$ cat src/rtl/vending_core.sv
// vending_core: product select, coin collection, timed dispense and refund controller.
// Defining VEND_TIMEOUT_EN adds an inactivity timeout that forces a refund from COLLECT.
module vending_core #(
    parameter int N_PROD   = 5,
    parameter int VAL_W    = 8,
    parameter int HOLD_CYC = 5000000,
    parameter int TMO_CYC  = 50000000
) (
    input  logic                    clk,
    input  logic                    rst,
    input  logic [N_PROD-1:0]       p_in,
    input  logic                    sel_vld,
    input  logic [N_PROD*VAL_W-1:0] price_tbl,
    input  logic [2:0]              d_in,
    input  logic                    coin_vld,
    input  logic                    cancel,
    output logic                    pr_out,
    output logic [3:0]              pr_id,
    output logic [VAL_W-1:0]        price,
    output logic [VAL_W-1:0]        credit,
    output logic [VAL_W-1:0]        d_change,
    output logic                    chg_vld,
    output logic                    coin_rej,
    output logic                    busy
);
    typedef enum logic [1:0] {S_IDLE, S_COLLECT, S_DISPENSE, S_REFUND} state_t;

    localparam int HOLD_W = $clog2(HOLD_CYC + 1);

    state_t              r_state;
    logic [3:0]          r_pr_id;
    logic [VAL_W-1:0]    r_price;
    logic [VAL_W-1:0]    r_credit;
    logic [VAL_W-1:0]    r_sel_price;
    logic [VAL_W-1:0]    r_change;
    logic                r_chg_vld;
    logic                r_coin_rej;
    logic                r_pr_out;
    logic                r_busy;
    logic [HOLD_W-1:0]   r_hold;

    logic                w_sel_onehot;
    logic [3:0]          w_sel_idx;
    logic [VAL_W-1:0]    w_sel_price;
    logic [VAL_W-1:0]    w_coin_val;
    logic                w_coin_ok;
    logic [VAL_W:0]      w_credit_sum;
    logic                w_coin_acc;
    logic [VAL_W-1:0]    w_credit_nxt;
    logic [VAL_W-1:0]    w_price_nxt;
    logic                w_tmo_hit;

    // NOTE: every always_comb output gets a default first so no latch is inferred.
    always_comb begin
        w_sel_idx   = '0;
        w_sel_price = '0;
        for (int k = 0; k < N_PROD; k++) begin
            if (p_in[k]) begin
                w_sel_idx   = 4'(k);
                w_sel_price = price_tbl[k*VAL_W +: VAL_W];
            end
        end
    end

    assign w_sel_onehot = (p_in != '0) && ((p_in & (p_in - N_PROD'(1))) == '0);

    always_comb begin
        w_coin_val = '0;
        w_coin_ok  = 1'b1;
        case (d_in)
            3'b001:  w_coin_val = VAL_W'(25);
            3'b010:  w_coin_val = VAL_W'(50);
            3'b100:  w_coin_val = VAL_W'(75);
            default: w_coin_ok  = 1'b0;
        endcase
    end

    // The extra sum bit flags a credit that would overflow VAL_W; such coins are rejected.
    assign w_credit_sum = {1'b0, r_credit} + {1'b0, w_coin_val};
    assign w_coin_acc   = coin_vld && w_coin_ok && !w_credit_sum[VAL_W];
    assign w_credit_nxt = w_coin_acc ? w_credit_sum[VAL_W-1:0] : r_credit;
    assign w_price_nxt  = !w_coin_acc              ? r_price :
                          (r_price > w_coin_val)   ? r_price - w_coin_val : '0;

`ifdef VEND_TIMEOUT_EN
    localparam int TMO_W = $clog2(TMO_CYC + 1);
    logic [TMO_W-1:0] r_tmo;

    assign w_tmo_hit = (r_tmo == TMO_W'(TMO_CYC - 1));

    always_ff @(posedge clk or negedge rst) begin
        if (!rst) begin
            r_tmo <= '0;
        end else if (r_state != S_COLLECT || w_coin_acc) begin
            r_tmo <= '0;
        end else if (!w_tmo_hit) begin
            r_tmo <= r_tmo + TMO_W'(1);
        end
    end
`else
    // Constant false: the timer is compiled out, TMO_CYC stays referenced.
    assign w_tmo_hit = (TMO_CYC < 0);
`endif

    // NOTE: sequential state uses non-blocking assignments so all registers update together.
    always_ff @(posedge clk or negedge rst) begin
        if (!rst) begin
            r_state     <= S_IDLE;
            r_pr_id     <= '0;
            r_price     <= '0;
            r_credit    <= '0;
            r_sel_price <= '0;
            r_change    <= '0;
            r_chg_vld   <= 1'b0;
            r_coin_rej  <= 1'b0;
            r_pr_out    <= 1'b0;
            r_busy      <= 1'b0;
            r_hold      <= '0;
        end else begin
            r_chg_vld  <= 1'b0;
            r_coin_rej <= 1'b0;
            case (r_state)
                S_IDLE: begin
                    if (sel_vld && w_sel_onehot) begin
                        r_pr_id     <= w_sel_idx;
                        r_sel_price <= w_sel_price;
                        r_price     <= w_sel_price;
                        r_credit    <= '0;
                        r_busy      <= 1'b1;
                        r_state     <= S_COLLECT;
                    end
                end
                S_COLLECT: begin
                    if (cancel || (w_tmo_hit && !w_coin_acc && r_price != '0)) begin
                        r_coin_rej <= coin_vld;
                        r_change   <= r_credit;
                        r_chg_vld  <= (r_credit != '0);
                        r_state    <= S_REFUND;
                    end else begin
                        r_coin_rej <= coin_vld && !w_coin_acc;
                        r_credit   <= w_credit_nxt;
                        r_price    <= w_price_nxt;
                        if (w_price_nxt == '0) begin
                            r_change  <= w_credit_nxt - r_sel_price;
                            r_chg_vld <= (w_credit_nxt != r_sel_price);
                            r_pr_out  <= 1'b1;
                            r_hold    <= '0;
                            r_state   <= S_DISPENSE;
                        end
                    end
                end
                S_DISPENSE: begin
                    r_coin_rej <= coin_vld;
                    if (r_hold == HOLD_W'(HOLD_CYC - 1)) begin
                        r_pr_out <= 1'b0;
                        r_price  <= '0;
                        r_credit <= '0;
                        r_change <= '0;
                        r_busy   <= 1'b0;
                        r_state  <= S_IDLE;
                    end else begin
                        r_hold <= r_hold + HOLD_W'(1);
                    end
                end
                S_REFUND: begin
                    r_coin_rej <= coin_vld;
                    r_credit   <= '0;
                    r_price    <= '0;
                    r_busy     <= 1'b0;
                    r_state    <= S_IDLE;
                end
                default: begin
                    r_busy  <= 1'b0;
                    r_state <= S_IDLE;
                end
            endcase
        end
    end

    assign pr_out   = r_pr_out;
    assign pr_id    = r_pr_id;
    assign price    = r_price;
    assign credit   = r_credit;
    assign d_change = r_change;
    assign chg_vld  = r_chg_vld;
    assign coin_rej = r_coin_rej;
    assign busy     = r_busy;

endmodule

$ cat config.mk
export PLATFORM = sky130hd
export DESIGN_NAME = vending_core
export DESIGN_NICKNAME = d
export VERILOG_FILES = /design/src/rtl/vending_core.sv
export SDC_FILE = /design/constraint.sdc
export NUM_CORES = 1
export LEC_CHECK = 0
export ABC_CLOCK_PERIOD_IN_PS = 6900
export CELL_PAD_IN_SITES_DETAIL_PLACEMENT = 0
export CELL_PAD_IN_SITES_GLOBAL_PLACEMENT = 1
export CORE_MARGIN = 5
export CORE_UTILIZATION = 50
export CTS_BUF_LIST = sky130_fd_sc_hd__clkbuf_8
export DETAILED_ROUTE_END_ITERATION = 8
export DONT_BUFFER_PORTS = 1
export PLACE_DENSITY = 0.91
export SETUP_SLACK_MARGIN = 0.5
export SKIP_CTS_REPAIR_TIMING = 1
export SLEW_MARGIN = 20
export SYNTH_ARGS = -nofsm -noshare
export SYNTH_HDL_FRONTEND = slang
export SYNTH_SLANG_ARGS = --single-unit
$ cat constraint.sdc
create_clock -name clk -period 6.9 [get_ports clk]
set_clock_uncertainty 0.15 [all_clocks]
set_input_delay 0.69 -clock clk [delete_from_list [all_inputs] [get_ports clk]]
set_output_delay 0.69 -clock clk [all_outputs]
set_load 0.02 [all_outputs]
Yosys cells after proc, flatten, opt, wreduce, memory -nomap -nowiden
Index checks and enable logic that the tools add are counted.
{"block": "word_totals", "out_inout_bits": 32, "register_bits": 65, "inputBits": 53, "wordCells": 99}
{"block": "op_classes", "n_lt_le_gt_ge": 1, "n_bitwise": 1, "eq_ne": 14, "muxes": 44, "n_reduce_logical": 23, "addsub": 5}
{"cell": "two-way mux 8 bit", "n": 15}
{"cell": "two-way mux 23 bit", "n": 3}
{"cell": "one-hot mux 8 bit (4 select lines)", "n": 2}
{"cell": "one-hot mux 23 bit (2 select lines)", "n": 1}
{"cell": "adder 23 x 1 -> 23 bit (second input constant)", "n": 1}
{"cell": "equality test 23 bit (second input constant)", "n": 1}
{"cell": "one-hot mux 7 bit (3 select lines)", "n": 1}
{"cell": "one-hot mux 8 bit (2 select lines)", "n": 1}
{"cell": "subtractor 8 bit", "n": 2}
{"cell": "two-way mux 2 bit", "n": 6}
{"cell": "AND reduction 3 bit", "n": 4}
{"cell": "two-way mux 1 bit", "n": 10}
{"cell": "inequality test 2 bit (second input constant)", "n": 5}
{"cell": "adder 8 x 8 -> 9 bit", "n": 1}
{"cell": "> comparator 8 bit", "n": 1}
{"cell": "zero test 8 bit", "n": 1}
{"cell": "inequality test 8 bit", "n": 1}
{"cell": "one-hot mux 2 bit (4 select lines)", "n": 1}
{"cell": "AND reduction 4 bit", "n": 2}
{"cell": "nonzero test 8 bit", "n": 1}
{"cell": "AND 5 bit", "n": 1}
{"cell": "logical AND 1 bit", "n": 5}
{"cell": "zero test 5 bit", "n": 1}
{"cell": "nonzero test 5 bit", "n": 1}
{"cell": "17 further kinds", "n": 20}

Depth between registers and ports, before layout
Gate-level depths: netlist of run 1.
{"block": "depth", "ltp_word": 10, "depth_mapped": 21}

Worst setup path before layout of run 1
No wires, ideal clock.
{"block": "synth_path", "path_kind": "input to register", "startpoint": "in d_in[2]", "endpoint": "reg r_change[6] (netlist: d_change[6])", "setup_slack_ps": 2245, "path_stages": 21, "t_required_ps": 6629, "setup_time_ps": 121, "path_buffers": 1, "arrival_ps": 4384, "path_cell_list": "xnor2_1 nor2_1 ha_1 inv_1 fa_1 and3b_1 o22ai_1 o221ai_1 clkbuf_1 nand2_1 and2_1 ha_1 fa_1 nor2b_1 o21ai_0 nand2b_1 a21o_1 a21oi_1 xor2_1 o21ai_0 a22o_1"}
{"block": "synth_between", "elab_chain_len": 10}
{"element": "from (decl)", "line_no": "14", "text": "input logic [2:0] d_in,"}
{"element": "equality test 3 bit (tied with other cells)", "line_no": "70", "text": "case (d_in)"}
{"element": "one-hot mux 7 bit (3 select lines) or OR reduction 3 bit (tied branches)"}
{"element": "adder 8 x 8 -> 9 bit or two-way mux 1 bit (tied branches)", "line_no": "79, 70"}
{"element": "zero test 1 bit or logical AND 1 bit (tied branches)", "line_no": "80", "text": "assign w_coin_acc = coin_vld && w_coin_ok && !w_credit_sum[VAL_W];"}
{"element": "logical AND 1 bit", "line_no": "80"}
{"element": "two-way mux 8 bit", "line_no": "81", "text": "assign w_credit_nxt = w_coin_acc ? w_credit_sum[VAL_W-1:0] : r_credit;"}
{"element": "subtractor 8 bit", "line_no": "144", "text": "r_change <= w_credit_nxt - r_sel_price;"}
{"element": "two-way mux 8 bit", "line_no": "143", "text": "if (w_price_nxt == '0) begin"}
{"element": "two-way mux 8 bit", "line_no": "134", "text": "if (cancel || (w_tmo_hit && !w_coin_acc && r_price != '0)) begin"}
{"element": "one-hot mux 8 bit (2 select lines)", "line_no": "122", "text": "case (r_state)"}
{"element": "to (signal assigned)", "line_no": "136", "text": "r_change <= r_credit;"}
{"element": "to (signal assigned)", "line_no": "144"}
{"element": "to (decl)", "line_no": "35", "text": "logic [VAL_W-1:0] r_change;"}
Several ways; a longest one is shown, not always the timed one. The select of a mux whose other input is x is not followed.
A chain may end at the register's enable or synchronous reset.

Final worst setup path of run 1
Same ends and word-level chain as after synthesis.

==> results of run 1 <==
[power by group through the flow]
stage               logic, mW  clock network [mW]  registers (mW)
floorplan               0.749                   0           0.585
global placement        0.891                   0           0.625
detailed placement      0.918                   0           0.629
CTS                     0.923               0.371           0.622
global route             1.06               0.386           0.634
finish                  0.943               0.362           0.621
[stage by stage]
stage	cell area (um^2)	setup WS, ns	utilization	std cells	hold WS, ns
after floorplan	4856	2.245	-	589	0.2444
after global placement	4912	1.680	0.5096	694	0.2462
after detailed placement	4912	1.464	0.5096	694	0.2465
after CTS	5132	1.830	0.5325	710	-0.1451
after global routing	5162	1.473	0.5356	711	0.06518
final	5162	1.756	0.5356	711	0.05396
[worst paths after layout]
path / from / endpoint / slack (ns) / depth (start not counted)
min in group clk: p_in[4] / pr_id[1] / 0.28 / 1
max: d_in[2] / d_change[6] / 1.76 / 21
max reg2reg: credit[0] / d_change[6] / 2.06 / 19
min: rst / r_hold[9] / 0.05 / 1
min reg2reg: r_sel_price[6] / r_sel_price[6] / 0.36 / 1
max in group asynchronous: rst / d_change[6] / 6.26 / 1
[per-layer routing]
metal,part of all wire,track usage,wire length (um)
met2,0.45,0.3570,5786
met3,0.089,0.06806,1131
met4,0.014,0.05320,175
met5,0,0,0
met1,0.44,0.3109,5662
[critical path: stages]
cell,delay (ns)
xnor2_1,0.10
nor2_1,0.39
ha_1,0.27
inv_1,0.06
fa_1,0.37
and3b_1,0.25
o22ai_1,0.14
o221ai_1,0.76
buf_4,0.33
nand2_1,0.08
and2_1,0.20
ha_1,0.19
fa_1,0.41
nor2b_1,0.13
o21ai_0,0.08
nand2b_1,0.12
a21o_1,0.13
a21oi_1,0.07
xor2_1,0.12
o21ai_0,0.10
a22o_1,0.24
[area by class of cell]
| cell class | instances | area (um^2) |
|---|---|---|
| Sequential cell | 64 | 1602 |
| Fill cell | 917 | 4477 |
| Multi-Input combinational cell | 465 | 3019 |
| Clock inverter | 6 | 82.58 |
| Timing Repair Buffer | 3 | 42.54 |
| Clock buffer | 10 | 137.6 |
| Inverter | 30 | 112.6 |
| Tap cell | 133 | 166.4 |
[state kept, by name, indices dropped and copies added, names as in the netlist]
signal	count
busy	1
chg_vld	1
coin_rej	1
credit	8
d_change	8
pr_id	3
pr_out	1
price	8
r_hold	23
r_sel_price	8
r_state	2
[synthesized netlist by cell type, types with 3 or more instances]
library cell  instances  area share
a211o_1               3      0.0054
a21o_1                9       0.014
a21oi_1              26       0.027
a221oi_1              8       0.014
a22o_1               12       0.022
a22oi_1              14       0.022
and2_1                4      0.0052
and3_1               10       0.013
and3b_1               3      0.0054
and4b_1               4      0.0082
buf_2                 6      0.0062
clkbuf_1             21       0.016
dfrtp_1              64        0.33
fa_1                  3       0.012
ha_1                 26       0.067
inv_1                30       0.023
mux2_2                9       0.021
nand2_1              90       0.070
nand2b_1              7      0.0090
nand3_1              14       0.014
nand3b_1              9       0.014
nand4_1               5      0.0064
nor2_1               44       0.034
nor2b_1               8       0.010
nor3_1                7      0.0072
nor4_1                6      0.0077
nor4b_1               4      0.0072
o21a_1                3      0.0046
o21ai_0              57       0.059
o221ai_1             10       0.018
o31ai_1               4      0.0062
or2_2                 3      0.0039
or4_1                 3      0.0046
xnor2_1              11       0.020
xor2_1               12       0.022
[cells by family after synthesis]
| logic type | share of synthesized area |
|---|---|
| other | 0.0007723 |
| AO/OA/AOI/OAI | 0.2422 |
| buffers and inverters | 0.04896 |
| flip-flops | 0.3298 |
| adder cells (fa/ha/maj) | 0.07936 |
| AND/OR/NAND/NOR | 0.2345 |
| XOR/XNOR | 0.04148 |
| multiplexers | 0.02293 |
==> flow_metrics.env, run 1 <==
export IMPL_total_length_of_routed_wires_mm=12.76
export IMPL_setup_tns_ns=0
export IMPL_finalSetupViolations=0
export IMPL_synth_edff_count=0
export IMPL_gr_ovfl_total=0
export IMPL_data_arrival_time_of_the_worst_path_ns=5.23
export IMPL_clk_path_buf_depth=2
export IMPL_synth_net_count=671
export IMPL_cap_viol_max_count=0
export IMPL_min_delay_path_class="in2async"
export IMPL_standby_leakage_power_nw=2.220
export IMPL_grt_setup_unrepaired="false"
export IMPL_power_switching_mw=0.9019
export IMPL_grt_pass1_wl_mm=21.40
export IMPL_die_width_um=108.6
export IMPL_timing_max_transition_violations_final=0
export IMPL_ys_types=69
export IMPL_ys_warnings_count=0
export IMPL_drc=0
export IMPL_design_die_area_um2=11780
export IMPL_p_int_mw=1.024
export IMPL_critical_path_max_fanout=14
export IMPL_post_drt_via_cell_ratio=6.083
export IMPL_vdd_ir_drop_worst_uv=130.1
export IMPL_floorplan_die_height_um=108.6
export IMPL_flow_area_growth_from_synthesis_pct=6.313
export IMPL_pin_count_of_the_biggest_net_entering_global_routing=65
export IMPL_synth_ff_latch_count=64
export IMPL_tightest_slew_ns=0.9291
export IMPL_placeable_core_region_um2=9639
export IMPL_initialDrtViolationCount=336
export IMPL_detail_route_antenna_nets=0
export IMPL_criticalPathCategory="in2reg"
export IMPL_finalCriticalPeriod_ns=5.144
export IMPL_io_buffer_count=0
export IMPL_power_switching_fraction=0.4683
export IMPL_cell_row_count=36
export IMPL_drtPass1Iterations=5
export IMPL_cts_root_buf="clkbuf_8"
export IMPL_worst_endpoint_required_ns=6.99
export IMPL_synth_top_flop_cell="dfrtp_1"
export IMPL_routedWlPerCell_um=17.94
export IMPL_timing_final_hold_violations=0
export IMPL_final_nets=655
export IMPL_synth_avg_cell_area_um2=8.244
export IMPL_power_mw=1.926
export IMPL_via_count=4325
export IMPL_number_of_antenna_violations_at_the_first_check_in_global_routing=0
export IMPL_cts_num_sinks=64
export IMPL_layout_worst_path_cycle_share=0.7455
export IMPL_power_density_nw_per_um2=373.1
export IMPL_post_dp_hpwl_mm=9.495
export IMPL_max_freq_mhz=194.4
export IMPL_gp_congestion=0.8861
export IMPL_commonest_non_fill_non_tap_cells_in_the_layout="nand2_1, dfrtp_1, o21ai_0"
export IMPL_timing_critical_path_to_type="flip-flop"
export IMPL_max_slew_margin=0.3791
export IMPL_pin_count=85
export IMPL_postSynth_asyncResetShare=1.000
export IMPL_mostFrequentLayoutCell="nand2_1"
export IMPL_total_routing_resource_utilization_after_global_routing=0.2280
export IMPL_post_synth_inst_count=589
export IMPL_proportion_of_layout_cells_with_a_drive_suffix_above_1=0.06920
export IMPL_proportion_of_synthesized_chip_area_in_sequential_cells=0.3298
export IMPL_clock_tree_htree_level_count=3
export IMPL_clk_insertion_delay_late_ns=0.36
export IMPL_starting_density=0.5038
export IMPL_result_of_the_run="finished, final reports clean"
export IMPL_tritoncts="built"
export IMPL_via_count_of_the_first_global_routing_pass=4243
export IMPL_insertedDiodeCount=0
export IMPL_path_clk_slew_ns=0.07
export IMPL_power_frac_seq=0.322
export IMPL_comb_power_share=0.489
export IMPL_share_clk_of_total_power=0.188
export IMPL_crit_path_start_kind="input pin"
export IMPL_cts_buffers_inserted=9
export IMPL_synth_cell_area_um2=4856
(Power assumes the default switching activity.)
==> run 2: changes to the inputs <==
- ABC_CLOCK_PERIOD_IN_PS: 6900 -> 4190
- CORE_UTILIZATION: 50 -> 45
- PLACE_DENSITY: 0.91 -> 0.86
- clock period: 6.9 -> 4.19 ns (I/O delays scaled with it)
==> flow_metrics.env, run 2 (synthesis gave the netlist of run 1 again) <==
export IMPL_result_of_the_run="finished, final reports clean"
export IMPL_regMostFlops="r_hold"
export IMPL_tightest_slew_ns=0.9532
export IMPL_total_length_of_routed_wires_mm=13.83
export IMPL_max_freq_mhz=269.8
export IMPL_fill_cells=993
export IMPL_fin_cells=742
export IMPL_via_count_of_the_first_global_routing_pass=4327
export IMPL_standby_leakage_power_nw=2.365
export IMPL_timing_max_transition_violations_final=0
export IMPL_flow_area_growth_from_synthesis_pct=13.79
export IMPL_insertedDiodeCount=0
export IMPL_total_routing_resource_utilization_after_global_routing=0.2114
export IMPL_gr_ovfl_total=0
export IMPL_finalSetupViolations=0
export IMPL_mostFrequentLayoutCell="nand2_1"
export IMPL_io_buffer_count=0
export IMPL_detail_route_antenna_nets=0
export IMPL_clock_tree_htree_level_count=3
export IMPL_cell_row_count=38
export IMPL_drtPass1Iterations=5
export IMPL_critical_path_max_fanout=7
export IMPL_timing_hold_worst_start="p_in[4]"
export IMPL_timing_final_hold_violations=0
export IMPL_power_density_nw_per_um2=611.2
export IMPL_vdd_ir_drop_worst_uv=245.4
export IMPL_rr_startpoint="credit[0]"
export IMPL_cts_num_sinks=64
export IMPL_grt_pass1_wl_mm=22.14
export IMPL_placed_cells=713
export IMPL_criticalPathCategory="reg2reg"
export IMPL_crit_path_start="credit[0]"
export IMPL_cts_buffers_inserted=9
export IMPL_final_nets=680
export IMPL_crit_path_start_kind="flip-flop"
export IMPL_clk_path_buf_depth=2
export IMPL_largest_register_ff_count=23
export IMPL_drc=0
export IMPL_gp_congestion=0.9343
export IMPL_grt_setup_unrepaired="true"
export IMPL_cts_root_buf="clkbuf_8"
export IMPL_clk_insertion_delay_late_ns=0.36
export IMPL_commonest_non_fill_non_tap_cells_in_the_layout="nand2_1, dfrtp_1, o21ai_0"
export IMPL_post_drt_via_cell_ratio=6.078
export IMPL_tritoncts="built"
export IMPL_via_count=4510
export IMPL_cap_viol_max_count=0
export IMPL_number_of_antenna_violations_at_the_first_check_in_global_routing=0
export IMPL_starting_density=0.4539
export IMPL_worst_endpoint_required_ns=4.28
export IMPL_proportion_of_layout_cells_with_a_drive_suffix_above_1=0.1346
export IMPL_design_die_area_um2=12970
export IMPL_pin_count_of_the_biggest_net_entering_global_routing=65
export IMPL_data_arrival_time_of_the_worst_path_ns=3.80
export IMPL_layout_worst_path_cycle_share=0.8848
export IMPL_timing_critical_path_to_type="flip-flop"
export IMPL_post_dp_hpwl_mm=10.40
export IMPL_setup_tns_ns=0
export IMPL_floorplan_die_height_um=113.9
export IMPL_routedWlPerCell_um=18.64
export IMPL_min_delay_path_class="in2reg"
export IMPL_initialDrtViolationCount=310
export IMPL_die_width_um=113.9
export IMPL_power_mw=3.377
export IMPL_pin_count=85
export IMPL_max_slew_margin=0.3630
export IMPL_placeable_core_region_um2=10700
export IMPL_finalCriticalPeriod_ns=3.707
export IMPL_path_clk_slew_ns=0.08
run 2: layout make-up:
class	instances	area (um^2)	area share
Tap cell	140	175.2	0.03170
Timing Repair Buffer	27	225.2	0.04076
Multi-Input combinational cell	466	3189	0.5772
Inverter	30	112.6	0.02038
Clock inverter	4	68.82	0.01245
Sequential cell	64	1603	0.2901
Clock buffer	11	151.4	0.02740
run 2: report_power, final:
| group | switching [mW] | internal [mW] |
|---|---|---|
| Sequential | 0.239 | 0.759 |
| Clock | 0.246 | 0.361 |
| Combinational | 1.06 | 0.711 |
run 2: path summary, 6_finish.rpt:
kind	endpoint	slack [ns]	cells past startpoint
setup / recovery	d_change[7]	0.48	17
hold / removal	pr_id[1]	0.01	1
setup reg to reg	d_change[7]	0.48	17
hold reg to reg	r_sel_price[3]	0.37	1
max in group asynchronous	credit[5]	3.14	2
min in group asynchronous	r_hold[22]	0.45	2
run 2: per-stage QoR:
stage / utilization / instance area, um^2 / worst slack (ns) / hold WS, ns
floorplan: - / 4960 / 0.2421 / -0.02659
global placement: 0.4763 / 5095 / 0.2293 / -0.02429
detailed placement: 0.4763 / 5095 / 0.1540 / -0.02476
CTS: 0.4968 / 5315 / 0.3955 / -0.4145
global route: 0.5165 / 5525 / 0.2959 / 0.004232
finish: 0.5165 / 5525 / 0.4829 / 0.01299
run 2: critical path, cell delays in order, from the launching register on:
cell and delay (ns):
dfrtp_1 0.38, ha_2 0.20, inv_2 0.04, fa_2 0.35, and3b_2 0.28, o22ai_4 0.12
o221ai_4 0.31, nor2_4 0.08, xor2_2 0.17, ha_4 0.32, and3_4 0.19, o21ai_2 0.06
a31oi_1 0.21, xor2_1 0.21, xnor2_1 0.14, nor2_1 0.07, xnor2_1 0.13, a22o_1 0.17
run 2: routing by layer:
layer,wire [um],global-route usage,up-vias
li1,-,-,2165
met1,6059,0.2831,2157
met2,6731,0.3451,169
met3,870,0.05040,19
met4,171,0.05542,0
met5,0,0,-
==> run 3: changes to the inputs <==
- PLACE_DENSITY: 0.86 -> default
- PLACE_DENSITY_LB_ADDON: default -> 0.1
==> flow_metrics.env, run 3 (synthesis gave the netlist of run 1 again) <==
export IMPL_number_of_antenna_violations_at_the_first_check_in_global_routing=0
export IMPL_total_routing_resource_utilization_after_global_routing=0.2084
export IMPL_design_die_area_um2=12970
export IMPL_fin_util=0.5132
export IMPL_path_clk_slew_ns=0.07
export IMPL_cts_root_buf="clkbuf_8"
export IMPL_routedWlPerCell_um=18.01
export IMPL_p_int_mw=1.681
export IMPL_placeable_core_region_um2=10700
export IMPL_cell_row_count=38
export IMPL_total_length_of_routed_wires_mm=13.46
export IMPL_power_switching_mw=1.529
export IMPL_setup_tns_ns=0
export IMPL_pin_count_of_the_biggest_net_entering_global_routing=65
export IMPL_insertedDiodeCount=0
export IMPL_fin_cells=747
export IMPL_vdd_ir_drop_worst_uv=306.2
export IMPL_tritoncts="built"
export IMPL_slowest_delay_ns=0.39
export IMPL_criticalPathCategory="reg2reg"
export IMPL_via_count=4411
export IMPL_power_frac_seq=0.307
export IMPL_die_width_um=113.9
export IMPL_clk_insertion_delay_late_ns=0.35
export IMPL_clk_path_buf_depth=2
export IMPL_power_switching_fraction=0.4763
export IMPL_initialDrtViolationCount=423
export IMPL_data_arrival_time_of_the_worst_path_ns=3.79
export IMPL_timing_critical_path_to_type="flip-flop"
export IMPL_flow_area_growth_from_synthesis_pct=13.06
export IMPL_gp_congestion=0.9059
export IMPL_tightest_slew_ns=0.9246
export IMPL_clock_tree_htree_level_count=3
export IMPL_layout_worst_path_cycle_share=0.8855
export IMPL_crit_path_start_kind="flip-flop"
export IMPL_max_slew_margin=0.3821
export IMPL_mostFrequentLayoutCell="nand2_1"
export IMPL_starting_density=0.4539
export IMPL_timing_critical_path_slowest_stage_cell="fa_2"
export IMPL_proportion_of_layout_cells_with_a_drive_suffix_above_1=0.1384
export IMPL_timing_max_transition_violations_final=0
export IMPL_cts_buffers_inserted=9
export IMPL_comb_power_share=0.546
export IMPL_floorplan_die_height_um=113.9
export IMPL_detail_route_antenna_nets=0
export IMPL_min_delay_path_class="in2reg"
export IMPL_drtPass1Iterations=5
export IMPL_power_density_nw_per_um2=584.5
export IMPL_grt_setup_unrepaired="true"
export IMPL_cts_num_sinks=64
export IMPL_final_nets=684
export IMPL_critical_path_cell_chain="ha_2 > inv_2 > fa_2 > and3b_2 > o22ai_4 > o221ai_4 > buf_12 > nor2_4 > xor2_2 > ha_1 > and3_4 > o21ai_2 > a31oi_1 > xor2_1 > xnor2_1 > nor2_1 > xnor2_1 > a22o_1"
export IMPL_critical_path_max_fanout=7
export IMPL_via_count_of_the_first_global_routing_pass=4262
export IMPL_cap_viol_max_count=0
export IMPL_result_of_the_run="finished, final reports clean"
export IMPL_drc=0
export IMPL_regMostFlops="r_hold"
export IMPL_pin_count=85
export IMPL_post_drt_via_cell_ratio=5.905
export IMPL_post_dp_hpwl_mm=10.08
export IMPL_finalCriticalPeriod_ns=3.710
export IMPL_max_freq_mhz=269.5
export IMPL_cell_area_placed_um2=5102
export IMPL_timing_final_hold_violations=0
export IMPL_grt_pass1_wl_mm=21.80
export IMPL_placed_cells=714
export IMPL_timing_critical_path_mode_cell="xnor2_1"
export IMPL_largest_register_ff_count=23
export IMPL_standby_leakage_power_nw=2.377
export IMPL_gr_ovfl_total=0
export IMPL_share_clk_of_total_power=0.147
export IMPL_io_buffer_count=0
export IMPL_finish_instance_area_um2=5490
export IMPL_commonest_non_fill_non_tap_cells_in_the_layout="nand2_1, dfrtp_1, o21ai_0"
export IMPL_finalSetupViolations=0
export IMPL_worst_endpoint_required_ns=4.27
[run 3: cell types whose count changed in the layout (fill, tap and decap cells not counted), sizes merged]
cell and change:
buf +4, bufinv -2, inv +2, clkinv +1, clkinvlp +1, o221ai -1
[run 3: per-layer routing]
layer | vias up | GRT usage | part of all wire
li1 | 2166 | - | -
met1 | 2108 | 0.2989 | 0.48
met2 | 122 | 0.3200 | 0.45
met3 | 15 | 0.04403 | 0.049
met4 | 0 | 0.05622 | 0.013
met5 | - | 0 | 0
[run 3: power by group through the flow]
stage | clock network (mW) | registers (mW) | logic [mW]
after floorplan | 0 | 0.966 | 1.26
after global placement | 0 | 0.997 | 1.63
after detailed placement | 0 | 1.00 | 1.64
final | 0.471 | 0.987 | 1.75
after CTS | 0.483 | 0.989 | 1.65
after global routing | 0.514 | 1.01 | 1.94
[run 3: final cells by class]
type	count	area, um^2
clock buffer	10	137.6
clock inverter	6	28.78
fill	1028	5207
inverter	30	112.6
multi-input combinational	465	3138
sequential	64	1602
tap	140	175.2
timing repair buffer	32	296.5
[run 3: final timing paths]
kind	from	end	slack (ns)	cells after the start
worst min-delay path	p_in[4]	pr_id[1]	0.02	1
max in group asynchronous	rst	price[0]	3.15	2
worst max register to register	credit[0]	d_change[7]	0.48	18
worst max-delay path	credit[0]	d_change[7]	0.48	18
min in group asynchronous	rst	r_hold[19]	0.45	2
worst min register to register	r_sel_price[5]	r_sel_price[5]	0.36	1
[run 3: per-stage QoR]
stage / setup slack [ns] / total power [mW] / hold slack, ns
after global routing: 0.3257 / 3.462 / 0.006624
after detailed placement: 0.1642 / 2.638 / -0.02444
after floorplan: 0.2421 / 2.227 / -0.02659
after CTS: 0.4848 / 3.122 / -0.4106
after global placement: 0.1859 / 2.632 / -0.02415
final: 0.4799 / 3.209 / 0.02472
[run 3: critical path, delay by kind of cell, from the launching register on]
family,cells,cell delay (ns)
fa+ha+maj,3,0.93
compound gates,5,0.74
simple gates,4,0.59
xor+xnor,4,0.59
flops,1,0.37
buf+inv,2,0.20
